`src/rtl/audio_track_sequencer_if.sv`:
```
// audio_track_sequencer_if: groups the sequencer's codec, ROM and game-side
// control signals. The master modport is the game/codec side; the slave
// modport is the sequencer itself.
// Optional feature macro: AUDIO_PAUSE_EN (adds the pause input).
interface audio_track_sequencer_if #(
   parameter int ADDR_W     = 17,
   parameter int DIV_W      = 16,
   parameter int NUM_TRACKS = 4,
   parameter int SEL_W      = (NUM_TRACKS > 1) ? $clog2(NUM_TRACKS) : 1
);
   logic                         INIT_FINISH;
   logic                         data_over;
   logic                         INIT;
   logic [NUM_TRACKS*ADDR_W-1:0] track_start;
   logic [NUM_TRACKS*ADDR_W-1:0] track_end;
   logic [SEL_W-1:0]             track_sel;
   logic [DIV_W-1:0]             sample_div;
   logic                         loop_en;
   logic                         play_req;
   logic                         stop_req;
   logic                         busy;
   logic                         done;
   logic                         overrun;
   logic [ADDR_W-1:0]            Add;
`ifdef AUDIO_PAUSE_EN
   logic                         pause;
`endif

   modport master (
`ifdef AUDIO_PAUSE_EN
      output pause,
`endif
      output INIT_FINISH, data_over, track_start, track_end, track_sel,
             sample_div, loop_en, play_req, stop_req,
      input  INIT, busy, done, overrun, Add
   );

   modport slave (
`ifdef AUDIO_PAUSE_EN
      input  pause,
`endif
      input  INIT_FINISH, data_over, track_start, track_end, track_sel,
             sample_div, loop_en, play_req, stop_req,
      output INIT, busy, done, overrun, Add
   );
endinterface

```
`src/rtl/audio_track_sequencer.sv`:
```
// audio_track_sequencer: waits for codec initialisation, then steps the audio
// ROM address through one of NUM_TRACKS sample regions at a programmable
// sample rate, in one-shot or loop mode, under play/stop requests.
// Optional feature macro: AUDIO_PAUSE_EN (pause input freezes playback).
module audio_track_sequencer #(
   parameter int ADDR_W     = 17,
   parameter int DIV_W      = 16,
   parameter int NUM_TRACKS = 4,
   parameter int SEL_W      = (NUM_TRACKS > 1) ? $clog2(NUM_TRACKS) : 1
) (
   input logic                    Clk,
   input logic                    Reset,
   audio_track_sequencer_if.slave bus
);
   typedef enum logic [1:0] {S_WAIT_INIT, S_READY, S_PLAY} state_t;

   state_t            state, state_next;
   logic [ADDR_W-1:0] add, add_next;
   logic [DIV_W-1:0]  div_cnt, div_next;
   logic              pending, pending_next;
   logic              overrun_r, overrun_next;
   logic              done_r, done_next;
   logic              init_r;

   // Parameters of the playback in progress, captured at play time
   logic [ADDR_W-1:0] start_r, end_r;
   logic [DIV_W-1:0]  div_r;
   logic              loop_r;

   logic [SEL_W-1:0]  sel;
   logic [31:0]       sel_ext;
   logic [ADDR_W-1:0] start_sel, end_sel;
   logic [DIV_W-1:0]  div_sel;
   logic              sel_ok, play_ok, wrap, paused, load;

   assign sel     = bus.track_sel;
   // A divider of zero would mean no clocks per sample; it runs as one
   assign div_sel = (bus.sample_div == '0) ? DIV_W'(1) : bus.sample_div;
   assign play_ok = bus.play_req & ~bus.stop_req & sel_ok;
   assign wrap    = (div_cnt == div_r);

`ifdef AUDIO_PAUSE_EN
   assign paused = bus.pause;
`else
   assign paused = 1'b0;
`endif

   // Pick the selected track's address range; out-of-range selects stay invalid
   always_comb begin
      sel_ext   = 32'(sel);
      start_sel = '0;
      end_sel   = '0;
      sel_ok    = 1'b0;
      for (int i = 0; i < NUM_TRACKS; i++) begin
         if (sel_ext == 32'(i)) begin
            start_sel = bus.track_start[i*ADDR_W +: ADDR_W];
            end_sel   = bus.track_end[i*ADDR_W +: ADDR_W];
            sel_ok    = 1'b1;
         end
      end
   end

   // Next-state, address, divider and status decisions
   always_comb begin
      state_next   = state;
      add_next     = add;
      div_next     = div_cnt;
      pending_next = pending;
      overrun_next = overrun_r;
      done_next    = 1'b0;
      load         = 1'b0;
      case (state)
         S_WAIT_INIT: begin
            add_next = '0;
            if (bus.INIT_FINISH) state_next = S_READY;
         end
         S_READY: begin
            if (play_ok) begin
               load         = 1'b1;
               state_next   = S_PLAY;
               add_next     = start_sel;
               div_next     = '0;
               pending_next = 1'b0;
            end
         end
         S_PLAY: begin
            if (bus.stop_req) begin
               // Stop wins over both a restart and a same-cycle advance
               state_next = S_READY;
               done_next  = 1'b1;
            end else if (play_ok) begin
               load         = 1'b1;
               add_next     = start_sel;
               div_next     = '0;
               pending_next = 1'b0;
            end else if (!paused) begin
               div_next     = wrap ? '0 : div_cnt + DIV_W'(1);
               // A new tick keeps pending set even if the old one is consumed
               pending_next = wrap | (pending & ~bus.data_over);
               if (wrap && pending) overrun_next = 1'b1;
               if (pending && bus.data_over) begin
                  // start > end lands here on the first advance as well
                  if (add < end_r) begin
                     add_next = add + ADDR_W'(1);
                  end else if (loop_r) begin
                     add_next = start_r;
                  end else begin
                     add_next   = end_r;
                     state_next = S_READY;
                     done_next  = 1'b1;
                  end
               end
            end
         end
         default: state_next = S_WAIT_INIT;
      endcase
   end

   // FSM state register
   always_ff @(posedge Clk) begin
      if (Reset) state <= S_WAIT_INIT;
      else       state <= state_next;
   end

   // Address, divider and status registers
   always_ff @(posedge Clk) begin
      if (Reset) begin
         add       <= '0;
         div_cnt   <= '0;
         pending   <= 1'b0;
         overrun_r <= 1'b0;
         done_r    <= 1'b0;
         init_r    <= 1'b0;
      end else begin
         add       <= add_next;
         div_cnt   <= div_next;
         pending   <= pending_next;
         overrun_r <= overrun_next;
         done_r    <= done_next;
         init_r    <= 1'b1;
      end
   end

   // Capture the track parameters at each accepted play request
   always_ff @(posedge Clk) begin
      if (load) begin
         start_r <= start_sel;
         end_r   <= end_sel;
         div_r   <= div_sel;
         loop_r  <= bus.loop_en;
      end
   end

   assign bus.INIT    = init_r;
   assign bus.busy    = (state == S_PLAY);
   assign bus.done    = done_r;
   assign bus.overrun = overrun_r;
   assign bus.Add     = add;
endmodule
```
`src/flat_wrapper.sv`:
```
// flat-port wrapper written by rule: the top's interface ports become plain ports
module audio_track_sequencer_flat 
#(
   parameter int ADDR_W     = 17,
   parameter int DIV_W      = 16,
   parameter int NUM_TRACKS = 4,
   parameter int SEL_W      = (NUM_TRACKS > 1) ? $clog2(NUM_TRACKS) : 1
)
  (Clk, Reset, bus_INIT_FINISH, bus_data_over, bus_track_start, bus_track_end, bus_track_sel, bus_sample_div, bus_loop_en, bus_play_req, bus_stop_req, bus_INIT, bus_busy, bus_done, bus_overrun, bus_Add);
  audio_track_sequencer_if #(.ADDR_W(ADDR_W), .DIV_W(DIV_W), .NUM_TRACKS(NUM_TRACKS), .SEL_W(SEL_W)) bus_i ();
  input logic Clk;
  input logic Reset;
  input wire logic [$bits(bus_i.INIT_FINISH)-1:0] bus_INIT_FINISH;
  input wire logic [$bits(bus_i.data_over)-1:0] bus_data_over;
  input wire logic [$bits(bus_i.track_start)-1:0] bus_track_start;
  input wire logic [$bits(bus_i.track_end)-1:0] bus_track_end;
  input wire logic [$bits(bus_i.track_sel)-1:0] bus_track_sel;
  input wire logic [$bits(bus_i.sample_div)-1:0] bus_sample_div;
  input wire logic [$bits(bus_i.loop_en)-1:0] bus_loop_en;
  input wire logic [$bits(bus_i.play_req)-1:0] bus_play_req;
  input wire logic [$bits(bus_i.stop_req)-1:0] bus_stop_req;
  output wire logic [$bits(bus_i.INIT)-1:0] bus_INIT;
  output wire logic [$bits(bus_i.busy)-1:0] bus_busy;
  output wire logic [$bits(bus_i.done)-1:0] bus_done;
  output wire logic [$bits(bus_i.overrun)-1:0] bus_overrun;
  output wire logic [$bits(bus_i.Add)-1:0] bus_Add;
  assign bus_i.INIT_FINISH = bus_INIT_FINISH;
  assign bus_i.data_over = bus_data_over;
  assign bus_i.track_start = bus_track_start;
  assign bus_i.track_end = bus_track_end;
  assign bus_i.track_sel = bus_track_sel;
  assign bus_i.sample_div = bus_sample_div;
  assign bus_i.loop_en = bus_loop_en;
  assign bus_i.play_req = bus_play_req;
  assign bus_i.stop_req = bus_stop_req;
  assign bus_INIT = bus_i.INIT;
  assign bus_busy = bus_i.busy;
  assign bus_done = bus_i.done;
  assign bus_overrun = bus_i.overrun;
  assign bus_Add = bus_i.Add;
  audio_track_sequencer #(.ADDR_W(ADDR_W), .DIV_W(DIV_W), .NUM_TRACKS(NUM_TRACKS), .SEL_W(SEL_W)) u_core (.Clk(Clk), .Reset(Reset), .bus(bus_i));
endmodule
```
`config.mk`:
```
export PLATFORM = sky130hd
export DESIGN_NAME = audio_track_sequencer_flat
export DESIGN_NICKNAME = d
export VERILOG_FILES = /design/src/rtl/audio_track_sequencer_if.sv /design/src/rtl/audio_track_sequencer.sv /design/src/flat_wrapper.sv
export SDC_FILE = /design/constraint.sdc
export NUM_CORES = 1
export LEC_CHECK = 0
export CAP_MARGIN = 20
export CORE_ASPECT_RATIO = 1.1
export CORE_MARGIN = 10
export CORE_UTILIZATION = 41
export DETAILED_ROUTE_END_ITERATION = 10
export PLACE_DENSITY = 0.78
export SLEW_MARGIN = 20
export SYNTH_ARGS = -nofsm -noshare
export SYNTH_HDL_FRONTEND = slang
export SYNTH_SLANG_ARGS = --single-unit
export TNS_END_PERCENT = 5
```
`constraint.sdc`:
```
create_clock -name Clk -period 7.8 [get_ports Clk]
set_clock_uncertainty 0.1 [all_clocks]
set_input_delay 1.17 -clock Clk [delete_from_list [all_inputs] [get_ports Clk]]
set_output_delay 1.17 -clock Clk [all_outputs]
set_load 0.03 [all_outputs]
```
# Word level (Yosys, flattened, before mapping)
# Index checks and enable logic that the tools add are counted.
# Widths: inputs -> output; s select.
# word_totals
regBits	90
latchBits	0
mem_bits_rw	0
mem_bits_ro	0
inputBits	161
out_inout_bits	21
wordCells	93
mem_count	0
# classes
n_addsub	2
mul	0
div_mod_pow	0
magnitude_cmp	1
n_eq_ne	14
shift	0
muxes	45
n_bitwise	8
n_reduce_logical	12
# ops
op	count
$mux 17	14
$mux 16	4
$pmux 17 s3	1
$pmux 16 s2	1
$add 17x1->17 const B	1
$lt 17x17->1	1
$add 16x1->16 const B	1
$eq 16x16->1	1
$logic_not 16->1	1
$mux 1	15
$mux 2	7
$ne 3x3->1 const B	3
$reduce_and 4->1	2
$eq 2x2->1 const B	3
$pmux 2 s3	1
$reduce_and 6->1	1
$eq 2x1->1 const B	2
$logic_not 2->1	2
$ne 2x2->1 const B	2
$not 1->1	4
$pmux 1 s2	2
$and 1x1->1	3
$ne 3x1->1 const B	1
$ne 3x2->1 const B	1
7 further kinds	8

# Logic depth before layout (Yosys ltp)
# Gate-level depths: netlist of the first run.
# depth
ltp_word	9
mapped_depth	11
mapped_depth_nobuf	8

# Least setup slack after synthesis of the first run
# Ideal clock, no wire load.
# synth_timing
path_kind	input -> register
startpoint	input bus_stop_req
endpoint	register u_core.div_r[0] (enable)
setup_ns	0.523
arrival_time_ns	5.295
required_ns	7.177
setup_slack_ns	1.882
stages	5
path_buffers	3
cell_sequence	nand2b_1 -> clkbuf_1 -> buf_2 -> buf_4 -> nor3_1
# synth_via
elab_chain_len	6
# synth_lines
element	line_no	source
start, declared	flat_wrapper.sv:21	input wire logic [$bits(bus_i.stop_req)-1:0] bus_stop_req;
$not 1->1 (no line)	-	
$and 1x1->1 (2 in series)	audio_track_sequencer.sv:39	assign play_ok = bus.play_req & ~bus.stop_req & sel_ok;
$mux 1	audio_track_sequencer.sv:78, audio_track_sequencer.sv:91	
$mux 1	audio_track_sequencer.sv:87	if (bus.stop_req) begin
$pmux 1 s2 *	audio_track_sequencer.sv:72	case (state)
via u_core.load	audio_track_sequencer.sv:34	logic sel_ok, play_ok, wrap, paused, load;
end signal, assigned	audio_track_sequencer.sv:149	div_r <= div_sel;
end, declared	audio_track_sequencer.sv:27	logic [DIV_W-1:0] div_r;
# Mark *: on every way through the listed nets, which the timed path passes. The rest lies on a longest branch.
# A chain may end at the register's enable or synchronous reset.

# Final worst setup path of the first run
# layout_timing
startpoint	input bus_play_req
endpoint	register u_core.add[3] (netlist: u_core.bus.Add[3])
# layout_via
elab_chain_len	5
word_cells_on_any_way	8
cone_classes	2 x eq/ne; 3 x mux; 2 x bitwise; 1 x reduce/logical
# layout_lines
element	line_no	source
start, declared	flat_wrapper.sv:20	input wire logic [$bits(bus_i.play_req)-1:0] bus_play_req;
$and 1x1->1 * (2 in series)	audio_track_sequencer.sv:39	
$mux 17	audio_track_sequencer.sv:91	end else if (play_ok) begin
$mux 17	audio_track_sequencer.sv:87	
$pmux 17 s3	audio_track_sequencer.sv:72	
end signal, assigned	audio_track_sequencer.sv:135	add <= add_next;
end, declared	audio_track_sequencer.sv:18	logic [ADDR_W-1:0] add, add_next;
# Every way passes the cells marked *; elsewhere a longest branch is shown, timed or not. The select of a mux whose other input is x is not followed.

==> results.tsv, run 1 <==
stage	metric	value	unit
logic_synthesis	ys_warn_count	0	
floorplanning	die_h	148	um
power	p_int	881	uW
timing	drv_slew	0	
clock_network	cts_resized	0	
worst_setup_path	crit_path_max_incr_delay	0.67	ns
global_routing	grt_antenna_before_repair	0	
power	power	1.23	mW
routing	wl_per_cell	20.1	um
routing	drtIter0Drc	670	
worst_setup_path	path_class	in -> reg	
clock_network	postCtsSetupRepairBufs	0	
clock_network	clk_path_buf_depth	2	
clock_network	cts_hold_buf	0	
routing	via_per_inst	5.86	
timing	rsz0062_at_grt	false	
power	p_comb_share	22.0	%
cells_and_area	drive_gt1_share	9.08	%
worst_setup_path	cp_max_fo	15	
cells_and_area	layout.nets	926	
timing	finalHoldViolCount	0	
power	clkPwrFrac	35.8	%
floorplanning	std_cell_rows	46	
clock_network	clock_latency	0.35	ns
worst_setup_path	reg2regPathDepth	7	
min_path	holdPathStages	2	
power	p_seq_share	42.2	%
logic_synthesis	syn_area_per_cell	10.2	um^2
global_routing	first_global_vias	5605	
global_routing	overflow	0	
cells_and_area	final_cell_mix	clkdlybuf4s50_1 (180), a21oi_1 (51), edfxtp_1 (51)	
global_routing	grtUsageTotal	18.5	%
logic_synthesis	syn-num-nets	780	
floorplanning	die_x	136	um
flow_run	cap_violations	0	
power	switching_power	348	uW
cells_and_area	final_common_cell	clkdlybuf4s50_1	
logic_synthesis	synthCells	598	
power	peakVddDrop	0.126	mV
logic_synthesis	synth_seq_cells	90	
cells_and_area	area_growth	35.2	%
global_routing	grt_max_degree	52	
min_path	hp-class	reg -> reg	
global_routing	grt_pass1_wl	29600	um
worst_setup_path	crit_chain	clkdlybuf4s50_1 > nor2b_1 > mux2i_4 > a21oi_2 > a21oi_1 > a2111oi_1	
place	dp_hpwl	14600	um
timing	fin_crit_sh	47.2	%
worst_setup_path	critPathSlowestCell	nor2b_1	
routing	dr.pass1.iters	5	
routing	vias	5517	
clock_network	cts_root_buf	clkbuf_16	
floorplanning	dieArea	20100	um^2
outcome	outcome	complete, no violations	
timing	fin_setup_tns	0	ns
routing	drcViolationCount	0	
worst_setup_path	critical_path_required	7.92	ns
logic_synthesis	synth-async-reset-ratio	0	%
floorplanning	core	14500	um^2
cells_and_area	diodes	0	
timing	min_period	3.68	ns
worst_setup_path	start_kind	input port	
power	powerDensity	149	nW/um^2
routing	wl	18900	um
routing	antenna_left	0	
clock_network	clock_sinks	90	
power	switching_share	28.3	%
worst_setup_path	end_kind	register	
clock_network	cts_max_level	3	
timing	worst_pin_slew	0.942	ns
logic_synthesis	synth_edf_count	51	
clock_network	cts_tree	done	
place	port_buffers	181	
timing	setup_viol	0	
power	leakage	2.86	nW
logic_synthesis	netlist_area	6080	um^2
clock_network	cts.clk_slew.worst_paths	0.07	ns
worst_setup_path	crit_arrival	3.80	ns
timing	relSlewSlack	37.2	%
place	place.gp.congestion	0.871	
logic_synthesis	yosysSeqAreaShare	38.0	%
floorplanning	num_io_pins	182	
logic_synthesis	ys_types	66	
clock_network	cts_buffers	9	
floorplanning	initial_core_util	41.9	%
timing	fmax	0.272	GHz
logic_synthesis	synth_ff_type	edfxtp_1	
power groups by stage:
stage	logic, mW	clock network [mW]	registers, mW
finish	0.271	0.440	0.518
detailed placement	0.268	0	0.529
CTS	0.268	0.447	0.518
floorplan	0.154	0	0.531
global route	0.289	0.465	0.519
global placement	0.260	0	0.528
cell families after synthesis:
kind of cell | count (synthesis) | share of synthesized area, %
flops | 90 | 38.0
fa+ha+maj | 21 | 4.32
simple gates | 179 | 15.0
mux | 52 | 16.0
compound gates | 138 | 15.2
buf+inv | 82 | 6.29
xor+xnor | 36 | 5.18
layer usage:
layer / track usage [%] / part of all wire, %
met5: 0 / 0
met3: 6.47 / 10
met4: 5.97 / 1.6
met1: 21.5 / 38
met2: 30.9 / 50
state kept, by name, indices dropped and copies added (netlist names):
signal / cells
u_core.div_cnt: 16
u_core.loop_r: 1
u_core.state: 2
u_core.div_r: 16
u_core.bus.overrun: 1
u_core.end_r: 17
u_core.start_r: 17
u_core.bus.done: 1
u_core.bus.INIT: 1
u_core.pending: 1
u_core.bus.Add: 17
synth_stat cells (all sizes together), types with 3 or more instances:
library cell | count | area [um^2]
a21oi | 52 | 264
a211oi | 8 | 65.1
o21ai | 19 | 95.1
and3 | 6 | 37.5
mux2i | 18 | 193
a311oi | 3 | 26.3
mux4 | 34 | 781
o221ai | 3 | 26.3
and4 | 5 | 43.8
buf | 25 | 168
nor4 | 7 | 58.8
nand2 | 45 | 169
a41oi | 3 | 26.3
nor2 | 43 | 164
nor3 | 19 | 106
a2111oi | 5 | 60.1
nor2b | 3 | 18.8
inv | 29 | 109
dfxtp | 39 | 781
o31ai | 5 | 37.5
clkbuf | 28 | 106
xnor2 | 24 | 210
edfxtp | 51 | 1530
and2 | 7 | 53.8
a32oi | 7 | 61.3
xor2 | 12 | 105
nand3 | 15 | 75.1
ha | 21 | 263
o31a | 6 | 52.6
nand4 | 21 | 131
a31oi | 9 | 56.3
path summary, 6_finish.rpt:
kind / start / to / slack, ns
worst max-delay path: bus_play_req / u_core.bus.Add[3] / 4.12
worst min-delay path: u_core.bus.overrun / u_core.bus.overrun / 0.38
worst max register to register: u_core.state[0] / u_core.bus.Add[4] / 4.30
worst min register to register: u_core.bus.overrun / u_core.bus.overrun / 0.38
layout make-up:
| class | instances | area, um^2 |
|---|---|---|
| multi-input cells | 426 | 3400 |
| well taps | 192 | 240 |
| clock inverters | 7 | 78.8 |
| repair buffers | 188 | 1860 |
| fillers | 1218 | 6280 |
| flip-flops and latches | 90 | 2310 |
| inverters | 29 | 109 |
| clock buffers | 9 | 225 |
through the flow:
stage / utilization [%] / std cells / worst slack (ns) / hold WS [ns] / cell area [um^2]
finish: 56.7 / 941 / 4.12 / 0.383 / 8230
global route: 56.7 / 941 / 3.98 / 0.421 / 8230
CTS: 56.7 / 941 / 4.17 / 0.381 / 8220
detailed placement: 54.6 / 925 / 3.83 / 0.360 / 7920
global placement: 54.6 / 925 / 3.99 / 0.369 / 7920
floorplan: - / 598 / 1.88 / 0.354 / 6080
worst max-delay path, delay by kind of cell:
family	cells	cell delay, ns
AO/OA/AOI/OAI	3	1.08
AND/OR/NAND/NOR	1	0.67
buffers and inverters	1	0.57
multiplexers	1	0.29
No activity file was read; power rests on OpenSTA's default activity.
==> run 2, diff against run 1 <==
==> constraint.sdc (replaced) <==
create_clock -name Clk -period 3.7 [get_ports Clk]
set_clock_uncertainty 0.1 [all_clocks]
set_input_delay 0.555 -clock Clk [delete_from_list [all_inputs] [get_ports Clk]]
set_output_delay 0.555 -clock Clk [all_outputs]
set_load 0.03 [all_outputs]
==> results.tsv, run 2 (synthesis gave the netlist of run 1 again) <==
stage	metric	value	unit	change
clock_network	cts_root_buf	clkbuf_16		
clock_network	cts_resized	0		unchanged
timing	fmax	0.329	GHz	
cells_and_area	final_cell_mix	clkdlybuf4s50_1 (180), a21oi_1 (51), edfxtp_1 (51)		
routing	via_per_inst	5.82		-0.70%
timing	setup_viol	0		unchanged
power	leakage	2.92	nW	+1.9%
worst_setup_path	crit_path_max_incr_delay	0.61	ns	-0.06 ns
worst_setup_path	crit_arrival	3.19	ns	-0.61 ns
clock_network	clock_latency	0.35	ns	about the same
routing	drtIter0Drc	491		-27%
timing	fin_crit_sh	82.2	%	
global_routing	grtUsageTotal	19.5	%	+1.0 points
power	peakVddDrop	0.254	mV	+100%
clock_network	cts_hold_buf	0		unchanged
floorplanning	initial_core_util	41.9	%	unchanged
timing	fin_setup_tns	0	ns	unchanged
global_routing	grt_max_degree	40		-23%
cells_and_area	final_area	8310	um^2	+0.99%
timing	finalHoldViolCount	0		unchanged
routing	wl	19500	um	+2.9%
clock_network	cts_tree	done		
cells_and_area	finish.utilization	57.3	%	+0.56 points
timing	min_period	3.04	ns	
clock_network	postCtsSetupRepairBufs	0		unchanged
timing	relSlewSlack	44.6	%	+7.4 points
floorplanning	num_io_pins	182		unchanged
cells_and_area	diodes	0		unchanged
worst_setup_path	end_kind	register		
clock_network	clk_path_buf_depth	2		unchanged
global_routing	grt_antenna_before_repair	0		unchanged
worst_setup_path	critical_path_required	3.85	ns	-4.07 ns
timing	drv_slew	0		unchanged
routing	drcViolationCount	0		unchanged
global_routing	grt_pass1_wl	31100	um	+4.8%
min_path	hp-class	reg -> reg		
routing	dr.pass1.iters	5		unchanged
place	dp_hpwl	15300	um	+4.5%
cells_and_area	final_common_cell	clkdlybuf4s50_1		
clock_network	cts.clk_slew.worst_paths	0.07	ns	about the same
worst_setup_path	start_kind	register		
floorplanning	core	14500	um^2	unchanged
place	place.gp.congestion	0.874		+0.31%
global_routing	first_global_vias	5835		+4.1%
worst_setup_path	critPathSlowestCell	and2_1		
routing	vias	5531		+0.25%
worst_setup_path	cp_max_fo	16		+1
cells_and_area	area_growth	36.5	%	
cells_and_area	drive_gt1_share	10.2	%	+1.1 points
timing	worst_slack	0.658	ns	-3.46 ns
outcome	outcome	complete, no violations		
place	place_ws	0.530	ns	-3.30 ns
worst_setup_path	path_class	reg -> reg		
routing	wl_per_cell	20.5	um	+2.0%
power	powerDensity	310	nW/um^2	+110%
floorplanning	die_h	148	um	unchanged
clock_network	cts_buffers	9		unchanged
global_routing	overflow	0		unchanged
timing	rsz0062_at_grt	false		
cells_and_area	n_fill_cell	1243		+2.1%
timing	worst_pin_slew	0.830	ns	-0.111 ns
place	place_area	8000	um^2	+1.0%
flow_run	cap_violations	0		unchanged
floorplanning	dieArea	20100	um^2	unchanged
clock_network	clock_sinks	90		unchanged
cells_and_area	layout.nets	935		+0.97%
worst_setup_path	crit_chain	inv_1 > ha_1 > nor2_2 > mux2i_4 > and2_1 > nor2_1 > a2bb2oi_1 > a2111oi_2		
floorplanning	std_cell_rows	46		unchanged
clock_network	cts_max_level	3		unchanged
floorplanning	die_x	136	um	unchanged
place	port_buffers	181		unchanged
routing	antenna_left	0		unchanged
[run 2: cell type report]
cell class,instances,area (um^2),area share (%)
Multi-Input combinational cell,426,3400,41.0
Sequential cell,90,2310,27.8
Timing Repair Buffer,197,1950,23.4
Tap cell,192,240,2.89
Clock buffer,9,225,2.71
Inverter,29,109,1.31
Clock inverter,7,68.8,0.828
[run 2: path summary, 6_finish.rpt]
path | from | endpoint | slack (ns) | depth (start not counted)
max | u_core.state[0] | u_core.bus.Add[4] | 0.66 | 8
min | u_core.bus.overrun | u_core.bus.overrun | 0.38 | 2
max reg2reg | u_core.state[0] | u_core.bus.Add[4] | 0.66 | 8
min reg2reg | u_core.bus.overrun | u_core.bus.overrun | 0.38 | 2
[run 2: layer usage]
| layer | up-vias | part of all wire, % | global-route usage, % |
|---|---|---|---|
| li1 | 2587 | - | - |
| met1 | 2593 | 38 | 22.7 |
| met2 | 312 | 49 | 32.2 |
| met3 | 39 | 9.9 | 6.98 |
| met4 | 0 | 2.6 | 6.93 |
| met5 | - | 0 | 0 |
[run 2: where the power goes]
group / total (mW) / internal (mW) / switching (mW)
Combinational: 0.586 / 0.305 / 0.281
Sequential: 1.09 / 1.08 / 0.0133
Clock: 0.900 / 0.475 / 0.426
[run 2: critical path, delay by kind of cell, from the launching register on]
| family | cells | cell delay, ns |
|---|---|---|
| fa+ha+maj | 1 | 0.32 |
| flops | 1 | 0.39 |
| simple gates | 3 | 0.99 |
| mux | 1 | 0.53 |
| buf+inv | 1 | 0.09 |
| compound gates | 2 | 0.52 |
[run 2: stage by stage]
step                total power [mW]  hold slack [ns]  std cells
floorplan                       1.45            0.354        598
global placement                1.68            0.358        933
detailed placement              1.69            0.371        933
CTS                             2.59            0.386        949
global route                    2.69            0.412        950
finish                          2.58            0.381        950
==> variant 1 (config.mk and constraints of run 2) <==
The 3 states of `state_t` get a one-hot encoding in 3 bits.
--- a/src/rtl/audio_track_sequencer.sv
+++ b/src/rtl/audio_track_sequencer.sv
@@ -13,5 +13,5 @@
    audio_track_sequencer_if.slave bus
 );
-   typedef enum logic [1:0] {S_WAIT_INIT, S_READY, S_PLAY} state_t;
+   typedef enum logic [2:0] {S_WAIT_INIT = 3'b001, S_READY = 3'b010, S_PLAY = 3'b100} state_t;
 
    state_t            state, state_next;
Check against the original RTL: no difference found for any inputs over 4 cycles, from zero or initial values and one cycle with Reset high; so few cycles prove little.
==> variant 1 against run 2 <==
Design area is 5.7% lower. Sequential cell count is 1 higher. Largest cell class unchanged. Setup slack better by 0.053 ns. Wire length is 13% lower. Synthesized cell count is 11% lower. Synthesized area is 7.5% lower. First-iteration DRC count is 22% lower. Critical endpoint is now u_core.bus.Add[14]. Power is 4.6% lower.
==> variant 1: results (changes against run 2) <==
{| class="wikitable"
! Metric !! Value
|-
| Number of cells in the finished layout apart from fillers || 877 (was 950)
|-
| Total area of multi-input combinational cells || 0.00303 sq mm (was 0.00340 sq mm)
|-
| Placed wire-length estimate after detailed placement || 13.5 mm (was 15.3 mm)
|-
| Net Sw Power || 612 uW (was 720 uW)
|-
| Cell family with most CP delay || compound AO/OA/AOI/OAI gates (was simple AND/OR/NAND/NOR gates)
|-
| Minimum period implied by the final worst setup slack || 2.99 ns (was 3.04 ns)
|-
| Net count of the finished layout || 867 (was 935)
|-
| Number of design-rule violations left by the first detailed-router iteration || 383 (was 491)
|-
| WL met1 || 6.34 mm (was 7.43 mm)
|-
| Final GP Congestion || 0.908 (was 0.874)
|-
| Number of global-route vias before repair || 5219 (was 5835)
|-
| Net Count, Synth || 709 (was 780)
|-
| Met2 global-route usage || 32.2% (about the same)
|-
| Synthesized area per cell || 10.6 sq um (was 10.2 sq um)
|-
| Outcome || finished, final reports clean (unchanged)
|-
| # placed instances || 861 (was 933)
|-
| Clock buffer cells || 10 (was 9)
|-
| Master of the slowest instance on the critical path || nand3_1 (was and2_1)
|-
| Non-Clock Inverter Count || 25 (was 29)
|-
| Share of cells above drive strength 1 || 10.4% (was 10.2%)
|-
| Worst ir drop on vdd || 0.240 mV (was 0.254 mV)
|-
| Total of plain and repair buffers excluding clock buffers || 187 (was 197)
|-
| Routed length on met3 || 1.34 mm (was 1.92 mm)
|-
| Count of TritonRoute iterations in the first routing pass || 6 (was 5)
|-
| Wire length of the first global-routing pass || 26.8 mm (was 31.1 mm)
|-
| Number of unique standard cell types used by synthesis || 57 (was 66)
|-
| Sequential portion of the cell area || 29.8% (was 27.8%)
|-
| Placed cell areas || 0.00753 sq mm (was 0.00800 sq mm)
|-
| Multi-input gates || 374 (was 426)
|-
| Met3 track demand over resource || 5.19% (was 6.98%)
|-
| Met1 layer usage reported by global route || 19.1% (was 22.7%)
|-
| Non-clock buffer area fraction after layout || 23.6% (was 23.4%)
|-
| Post-detailed-route wirelength per cell || 19.2 microns (was 20.5 microns)
|-
| Setup slack of the worst register-to-register path || 0.71 ns (was 0.66 ns)
|-
| Clock share of power || 38.2% (was 34.9%)
|-
| Proportion of cell area spent on the clock network || 3.85% (was 3.54%)
|-
| Leakage component of the power || 0.00276 uW (was 0.00292 uW)
|}
-- variant 1: cell count changes after synthesis, moves of 6 or more --
cell     before  now
nand2_1      45   37
buf_2        16   10
nand4_1      21   15
a32oi_1       7    0
a21oi_1      51   27
o21ai_0      17   29
-- variant 1: cell families (layout without fill, tap and decap cells) --
logic type	after synthesis	count (layout)	synth area share (%)
AO/OA/AOI/OAI	102	102	11.8
XOR/XNOR	41	41	6.38
adder cells (fa/ha/maj)	18	18	4.00
buffers and inverters	65	228	4.91
multiplexers	51	51	16.6
AND/OR/NAND/NOR	162	162	14.9
flip-flops	91	91	41.4
-- variant 1: worst paths after layout --
check / startpoint / end / cells after the start
worst max-delay path: u_core.bus.Add[7] / u_core.bus.Add[14] / 8
worst min-delay path: u_core.bus.overrun / u_core.bus.overrun / 2
worst max register to register: u_core.bus.Add[7] / u_core.bus.Add[14] / 8
worst min register to register: u_core.bus.overrun / u_core.bus.overrun / 2
==> variant 2 (flow settings as in run 2) <==
Made on the original files. `NUM_TRACKS` is set to 4 in 3 places; all go to 2.
--- a/src/rtl/audio_track_sequencer_if.sv
+++ b/src/rtl/audio_track_sequencer_if.sv
@@ -6,5 +6,5 @@
    parameter int ADDR_W     = 17,
    parameter int DIV_W      = 16,
-   parameter int NUM_TRACKS = 4,
+   parameter int NUM_TRACKS = 2,
    parameter int SEL_W      = (NUM_TRACKS > 1) ? $clog2(NUM_TRACKS) : 1
 );
--- a/src/rtl/audio_track_sequencer.sv
+++ b/src/rtl/audio_track_sequencer.sv
@@ -6,5 +6,5 @@
    parameter int ADDR_W     = 17,
    parameter int DIV_W      = 16,
-   parameter int NUM_TRACKS = 4,
+   parameter int NUM_TRACKS = 2,
    parameter int SEL_W      = (NUM_TRACKS > 1) ? $clog2(NUM_TRACKS) : 1
 ) (
--- a/src/flat_wrapper.sv
+++ b/src/flat_wrapper.sv
@@ -4,5 +4,5 @@
    parameter int ADDR_W     = 17,
    parameter int DIV_W      = 16,
-   parameter int NUM_TRACKS = 4,
+   parameter int NUM_TRACKS = 2,
    parameter int SEL_W      = (NUM_TRACKS > 1) ? $clog2(NUM_TRACKS) : 1
 )
Ports: changed (resized bus_track_end, bus_track_sel and bus_track_start); port bits go from 182 to 113. No check against the original RTL was run, so the function may have changed too.
==> variant 2 against run 2 <==
Sequential cell count did not move. Power rose by 12%. Synthesized area fell by 11%. Wire length fell by 26%. Design area fell by 17%. Non-clock buffer count fell by 74. Die area fell by 9.3%. Setup slack improved by 0.22 ns.
==> variant 2: results (changes against run 2) <==
{| class="wikitable"
! Metric !! Value
|-
| Complex-gate fraction of the synthesized area || 13.1% (was 15.2%)
|-
| Xor and xnor area share after synthesis || 6.94% (was 5.18%)
|-
| Cell types with the largest area share after synthesis || edfxtp_1 28%, dfxtp_1 14%, mux2_2 6.4%, ha_1 5.1%, xnor2_1 4.8% (was edfxtp_1 25%, dfxtp_1 13%, mux4_2 11%, ha_1 4.3%, a21oi_1 4.2%)
|-
| GRT Resource Usage Total || 15.7% (was 19.5%)
|-
| Number of unique standard cell types used by synthesis || 61 (was 66)
|-
| Proportion of synthesized chip area in sequential cells || 42.6% (was 38.0%)
|-
| Number of design-rule violations left by the first detailed-router iteration || 353 (was 491)
|-
| Final cell utilization of the core || 52.9% (was 57.3%)
|-
| Number of synthesized flops with an enable pin || 51 (unchanged)
|-
| Post-synthesis share of cell area spent on full adders, half adders and majority gates || 5.07% (was 4.32%)
|-
| Wire length of the first global-routing pass || 22.7 mm (was 31.1 mm)
|-
| Filler cell count || 1172 (was 1243)
|-
| Count of port buffers added during placement || 112 (was 181)
|-
| Placed cell areas || 0.00660 sq mm (was 0.00800 sq mm)
|-
| Share of cells above drive strength 1 || 10.6% (was 10.2%)
|-
| # placed instances || 794 (was 933)
|-
| Number of cells produced by synthesis || 554 (was 598)
|-
| Worst ir drop on vdd || 0.277 mV (was 0.254 mV)
|-
| Leakage component of the power || 0.00244 uW (was 0.00292 uW)
|-
| Final GP Congestion || 0.951 (was 0.874)
|-
| Number of cells in the finished layout apart from fillers || 810 (was 950)
|-
| Most frequent cells after synthesis || 59 x nand2_1, 51 x edfxtp_1, 39 x dfxtp_1, 37 x a21oi_1, 35 x nor2_1 (was 51 x a21oi_1, 51 x edfxtp_1, 45 x nand2_1, 42 x nor2_1, 39 x dfxtp_1)
|-
| Arrival @ worst endpoint || 2.97 ns (was 3.19 ns)
|-
| Total inserted antenna cells || 0 (unchanged)
|-
| Number of global-route vias before repair || 4504 (was 5835)
|-
| Critical Path Fanout Max || 11 (was 16)
|-
| Via count normalized by instance count || 5.58 (was 5.82)
|-
| Placed wire-length estimate after detailed placement || 11.1 mm (was 15.3 mm)
|-
| Net Count, Synth || 668 (was 780)
|-
| Outcome || finished, final reports clean (unchanged)
|-
| Share of synthesized area spent on multiplexers || 11.2% (was 16.0%)
|}
## variant 2: cell types whose count changed in the layout (fill, tap and decap cells not counted), sizes merged, moves of 14 or more
cell / delta
mux2: +31
nand2: +14
mux4: -34
a21oi: -15
clkdlybuf4s50: -68
## variant 2: layout make-up
cell class	count	area share, %
multi-input cells	394	40.3
flip-flops and latches	90	33.4
repair buffers	123	17.5
clock buffers	10	3.31
well taps	161	2.91
inverters	27	1.46
clock inverters	5	1.16
## variant 2: metrics by stage
stage / hold WS (ns) / setup slack (ns)
after floorplan: 0.364 / 0.0308
after global placement: 0.380 / 0.749
after detailed placement: 0.402 / 0.652
after CTS: 0.411 / 0.888
after global routing: 0.444 / 0.768
final: 0.413 / 0.875
## variant 2: critical path, cell delays in order (launching register included)
cell and delay, ns:
dfxtp_1 0.40, ha_1 0.35, nand4_1 0.16, or4_4 0.57, o211ai_4 0.44, mux2_2 0.39
a221o_1 0.31
## variant 2: path summary, 6_finish.rpt
path	depth (start not counted)	end	start	slack (ns)
setup / recovery	6	u_core.bus.Add[1]	u_core.bus.Add[11]	0.88
hold / removal	2	u_core.state[1]	u_core.state[1]	0.41
setup reg to reg	6	u_core.bus.Add[1]	u_core.bus.Add[11]	0.88
hold reg to reg	2	u_core.state[1]	u_core.state[1]	0.41
## variant 2: where the power goes
| group | total (uW) | switching [uW] | internal (uW) |
|---|---|---|---|
| combinational | 743 | 444 | 299 |
| clock | 971 | 385 | 587 |
| sequential | 1170 | 47.8 | 1120 |
## variant 2: routing by layer
layer  track usage (%)  up-vias  share of wire (%)
met2              27.9      173                 52
met4              6.04        0                2.1
met3              5.51       18                8.7
li1                  -     2164                  -
met5                 0        -                  0
met1              16.6     2165                 37
